<file path="config.mk">
export PLATFORM = sky130hd
export DESIGN_NAME = writeback_arbiter
export DESIGN_NICKNAME = d
export VERILOG_FILES = /design/src/rtl/writeback_arbiter.sv
export SDC_FILE = /design/constraint.sdc
export NUM_CORES = 1
export LEC_CHECK = 0
export CELL_PAD_IN_SITES_DETAIL_PLACEMENT = 2
export CELL_PAD_IN_SITES_GLOBAL_PLACEMENT = 2
export CORE_MARGIN = 10
export CORE_UTILIZATION = 17
export CTS_CLUSTER_SIZE = 25
export DETAILED_ROUTE_END_ITERATION = 7
export PLACE_DENSITY_LB_ADDON = 0.1
export RECOVER_POWER = 50
export SETUP_SLACK_MARGIN = 0.05
export SYNTH_ARGS = -nofsm -noshare
export SYNTH_HDL_FRONTEND = slang
export SYNTH_SLANG_ARGS = --single-unit
</file>
<file path="constraint.sdc">
create_clock -name CLK -period 3.15 [get_ports CLK]
set_input_delay 0.63 -clock CLK [delete_from_list [all_inputs] [get_ports CLK]]
set_output_delay 0.63 -clock CLK [all_outputs]
set_load 0.01 [all_outputs]
</file>
<file path="src/rtl/writeback_arbiter.sv">
// Round-robin arbiter sharing the register-file write port / ROB completion path.
// Optional build macro WB_LQ_PRIORITY_EN gives the load queue fixed priority.
module writeback_arbiter #(
    parameter int NUM_REQ  = 4,
    parameter int LQ_INDEX = 2
) (
    input  logic                              CLK,
    input  logic                              RST,
    input  logic [NUM_REQ-1:0]                req_valid,
    input  logic [NUM_REQ-1:0]                req_reg_write,
    input  logic [NUM_REQ-1:0][5:0]           req_phys_reg_tag,
    input  logic [NUM_REQ-1:0][31:0]          req_data,
    input  logic [NUM_REQ-1:0][4:0]           req_ROB_index,
    output logic [NUM_REQ-1:0]                req_ready,
    input  logic                              flush,
    output logic                              wb_valid,
    output logic                              wb_reg_write,
    output logic [5:0]                        wb_phys_reg_tag,
    output logic [31:0]                       wb_data,
    output logic [4:0]                        wb_ROB_index,
    output logic [$clog2(NUM_REQ)-1:0]        wb_source
);

    localparam int IDX_W = $clog2(NUM_REQ);

    logic [IDX_W-1:0] rr_ptr_r;
    logic [IDX_W-1:0] winner_s;
    logic [IDX_W-1:0] next_ptr_s;
    logic [IDX_W:0]   cand_s;
    logic             found_s;
    logic             prio_s;
    logic             grant_s;

    logic             wb_valid_r;
    logic             wb_reg_write_r;
    logic [5:0]       wb_phys_reg_tag_r;
    logic [31:0]      wb_data_r;
    logic [4:0]       wb_ROB_index_r;
    logic [IDX_W-1:0] wb_source_r;

    // Winner selection: rotating scan from rr_ptr, optional LQ override
    always_comb begin
        found_s  = 1'b0;
        winner_s = {IDX_W{1'b0}};
        prio_s   = 1'b0;
        cand_s   = {(IDX_W+1){1'b0}};
        for (int k = 0; k < NUM_REQ; k++) begin
            cand_s = {1'b0, rr_ptr_r} + (IDX_W+1)'(k);
            if (cand_s >= (IDX_W+1)'(NUM_REQ)) begin
                cand_s = cand_s - (IDX_W+1)'(NUM_REQ);
            end else begin
                cand_s = cand_s;
            end
            if (!found_s && req_valid[cand_s[IDX_W-1:0]]) begin
                found_s  = 1'b1;
                winner_s = cand_s[IDX_W-1:0];
            end else begin
                found_s  = found_s;
            end
        end
`ifdef WB_LQ_PRIORITY_EN
        if (req_valid[LQ_INDEX]) begin
            found_s  = 1'b1;
            winner_s = IDX_W'(LQ_INDEX);
            prio_s   = 1'b1;
        end else begin
            prio_s   = 1'b0;
        end
`endif
    end

    // Grant qualification, one-hot ready and pointer advance
    always_comb begin
        grant_s   = found_s && !flush && !RST;
        req_ready = {NUM_REQ{1'b0}};
        if (grant_s) begin
            req_ready = NUM_REQ'(1) << winner_s;
        end else begin
            req_ready = {NUM_REQ{1'b0}};
        end
        if (winner_s == IDX_W'(NUM_REQ - 1)) begin
            next_ptr_s = {IDX_W{1'b0}};
        end else begin
            next_ptr_s = winner_s + IDX_W'(1);
        end
    end

    // Output register and round-robin pointer; payload holds when idle
    always_ff @(posedge CLK) begin
        if (RST) begin
            rr_ptr_r          <= {IDX_W{1'b0}};
            wb_valid_r        <= 1'b0;
            wb_reg_write_r    <= 1'b0;
            wb_phys_reg_tag_r <= 6'd0;
            wb_data_r         <= 32'd0;
            wb_ROB_index_r    <= 5'd0;
            wb_source_r       <= {IDX_W{1'b0}};
        end else if (grant_s) begin
            wb_valid_r        <= 1'b1;
            wb_reg_write_r    <= req_reg_write[winner_s];
            wb_phys_reg_tag_r <= req_phys_reg_tag[winner_s];
            wb_data_r         <= req_data[winner_s];
            wb_ROB_index_r    <= req_ROB_index[winner_s];
            wb_source_r       <= winner_s;
            // Priority grants leave the rotation where it was
            if (!prio_s) begin
                rr_ptr_r <= next_ptr_s;
            end else begin
                rr_ptr_r <= rr_ptr_r;
            end
        end else begin
            wb_valid_r <= 1'b0;
        end
    end

    assign wb_valid        = wb_valid_r;
    assign wb_reg_write    = wb_reg_write_r;
    assign wb_phys_reg_tag = wb_phys_reg_tag_r;
    assign wb_data         = wb_data_r;
    assign wb_ROB_index    = wb_ROB_index_r;
    assign wb_source       = wb_source_r;

endmodule

</file>
==> flow_metrics.tcl, run 1 <==
set metrics [dict create \
    die_y_um 156.9 \
    drt_pass1_iterations 4 \
    holdWs_ns 0.4789 \
    ys_seq_area_share_pct 30.78 \
    io_buffers 233 \
    syn-num-nets 573 \
    cp_data_arrival_time_ns 2.35 \
    cts_tree "built" \
    ir_drop_uv 177.0 \
    reg2reg_depth 7 \
    slowest_delay_ns 0.43 \
    crit_type "primary input to output pin" \
    viasPerCell 4.574 \
    first_iter_violations 114 \
    worstPathMaxFanout 4 \
    antenna_found_initial 2 \
    yosys.area_share.simple_pct 18.26 \
    layout_min_cycle_time_ns 2.982 \
    holdPathEnd "wb_source[1]" \
    synth_mux_area_share_pct 13.82 \
    die_area_um2 24620 \
    initial_core_util_pct 17.15 \
    setup_viol 0 \
    htreeDepth 2 \
    hold_path.class "register to register" \
    wl_mm 17.48 \
    final_common_cell "clkdlybuf4s50_1" \
    synth_cell_types 33 \
    routedWlPerCell_um 20.66 \
    post-route-util_pct 31.85 \
    hp-start "wb_source[1]" \
    drc_errors 0 \
    cpMaxStageDelayCell "clkdlybuf4s50_1" \
    yosys.area_share.adder_pct 0.3926 \
    rsz0062_at_grt "false" \
    maxSlewViolCount 0 \
    grt_pass1_wl_mm 26.61 \
    worstHoldPathCells 2 \
    cp-start-kind "primary input" \
    grt_max_degree 89 \
    worstReg2RegEnd "wb_phys_reg_tag[5]" \
    power.leakage_nw 2.484 \
    final_cell_mix "clkdlybuf4s50_1, nand2_1, dfxtp_1, dlygate4sd3_1, and3_1" \
    path_clk_slew_ns 0.06 \
    ctsHoldBuffers 0 \
    synthXorXnorAreaFrac_pct 0 \
    overflow 0 \
    tightest_slew_ns 0.8012 \
    outcome "finished clean" \
    slew_headroom_pct 46.59 \
    clock_path_buffers 2 \
    ios 234 \
    cp_top_family "simple AND/OR/NAND/NOR gates" \
    ant_nets 0 \
    gp_congestion 0.7203 \
    fmax_mhz 335.3 \
    dpl.hpwl_mm 13.27 \
    vias 3870 \
    clock_latency_ns 0.30 \
    p_per_area_nw_per_um2 364.3 \
    grt_pass1_vias 4396 \
    nets 794 \
    rows 50 \
    grtUsageTotal_pct 13.77 \
    drv_cap 0 \
    synth_compound_area_share_pct 29.60 \
    ys_seq_elements 49 \
    clock_skew_ns 0.008946 \
    clock-sinks 49 \
    path_cells "clkdlybuf4s50_1, buf_4, or3b_1, and3_1, ha_1, and2_1, clkbuf_2" \
    crit_buf_inv 3 \
    yosysWarnings 0 \
    cts_buffers 5 \
    die_x_um 156.9 \
    core_um2 18580 \
    endpoint_kind "output pin" \
    netlist_instances 389 \
    finalCritPeriodShare_pct 94.68 \
    r2r_setup_slack_ns 0.94 \
    r2r_start "rr_ptr_r[1]" \
    worst-path-stages 7 \
    area_delta_synth_final_pct 85.71 \
    layout-drive-gt1-share_pct 5.728 \
    synth_top_family_by_area "compound AO/OA/AOI/OAI gates" \
    syn-cell-area_um2 3187 \
    avgSynthCellArea_um2 8.192 \
    worstPathRequired_ns 2.52 \
    hold_viol_final 0 \
    root_buffer "clkbuf_16" \
]
[synth_stat cells]
master / count / area share (%)
a211o_1: 1 / 0.27
a21boi_0: 44 / 10
a21o_1: 1 / 0.24
a21oi_1: 5 / 0.79
a22oi_1: 1 / 0.24
a31oi_1: 1 / 0.20
and2_1: 1 / 0.20
and2_4: 1 / 0.27
and3_1: 45 / 8.8
buf_12: 3 / 1.9
buf_2: 4 / 0.63
buf_6: 2 / 0.71
buf_8: 1 / 0.47
clkbuf_1: 26 / 3.1
clkbuf_2: 1 / 0.16
dfxtp_1: 49 / 31
ha_1: 1 / 0.39
inv_1: 2 / 0.24
mux2i_1: 44 / 14
nand2_1: 51 / 6.0
nand2b_1: 1 / 0.20
nand4b_1: 1 / 0.27
nor2_1: 6 / 0.71
nor2b_1: 2 / 0.39
nor3_1: 2 / 0.31
o211ai_1: 44 / 10
o21ai_0: 25 / 3.9
o21ai_1: 19 / 3.0
o21bai_1: 1 / 0.24
or2_2: 1 / 0.20
or2b_1: 1 / 0.24
or3b_1: 1 / 0.27
or4_4: 1 / 0.35
[stage by stage]
step	cells	instance area, um^2	TNS (ns)	total power [mW]	worst slack (ns)
after global routing	845	5916	0	2.314	0.1027
final	846	5918	0	2.156	0.1676
after CTS	845	5933	0	2.254	0.05992
after global placement	837	5777	-0.7217	1.603	-0.2890
after detailed placement	837	5777	-0.9680	1.628	-0.3670
after floorplan	389	3187	0	1.137	0.3788
[timing repair]
item                                    in CTS  in global routing
endpoints found under the setup margin       4                  3
pin swaps                                    0                  0
gates resized for setup                      9                  6
buffers inserted                             0                  0
[worst max path at each step]
| stage | slack [ns] | start | endpoint |
|---|---|---|---|
| 2_1_floorplan | 0.38 | req_valid[0] | req_ready[3] |
| 3_3_place_gp | -0.29 | req_valid[0] | req_ready[3] |
| 3_5_place_dp | -0.37 | req_valid[0] | req_ready[3] |
| 4_1_cts | 0.06 | req_valid[3] | req_ready[3] |
| 5_1_grt | 0.10 | req_valid[3] | req_ready[1] |
| 6_report | 0.17 | req_valid[3] | req_ready[3] |
[sequential cells by signal, indices dropped and copies added (netlist names)]
name	count
rr_ptr_r	2
wb_ROB_index	5
wb_data	32
wb_phys_reg_tag	6
wb_reg_write	1
wb_source	2
wb_valid	1
[layout make-up]
type | instances | area, um^2
Timing Repair Buffer | 251 | 2474
Sequential cell | 49 | 980.9
Clock inverter | 1 | 5.005
Multi-Input combinational cell | 301 | 2003
Clock buffer | 7 | 152.6
Antenna cell | 1 | 2.502
Inverter | 2 | 7.507
Tap cell | 234 | 292.8
Fill cell | 2103 | 12660
[cells by family (layout without fill, tap and decap cells)]
family | after synthesis | after routing
compound gates | 142 | 142
fa+ha+maj | 1 | 1
buf+inv | 39 | 261
flops | 49 | 49
mux | 44 | 44
other cells | 0 | 1
simple gates | 114 | 114
[routing by layer]
layer  track usage, %  share of wire (%)  vias to the layer above
met2            23.74                 48                      146
met3            6.905                 12                        7
met4            1.888               0.54                        2
li1                 -                  -                     1862
met5                0              0.040                        -
met1            15.20                 39                     1853
[worst register-to-register path: stages (launching register included)]
cell and delay, ns:
dfxtp_1 0.42, a21oi_1 0.09, or3b_1 0.38, and3_1 0.24, buf_4 0.16, nand2_2 0.05, buf_4 0.45, o211ai_1 0.28
[power by group]
group	total [mW]	switching [mW]	leakage [nW]	internal, mW
sequential	0.729	0.0360	0.403	0.693
combinational	0.834	0.363	2.00	0.471
clock	0.593	0.255	0.0799	0.338
(Power assumes the default switching activity.)
==> inputs of run 2 (changes only) <==
Settings changed: CTS_CLUSTER_SIZE 25 to 14, GPL_TIMING_DRIVEN set to 1.
==> results of run 2 <==
No change in the layout: final DEF, timing and power equal those of run 1.
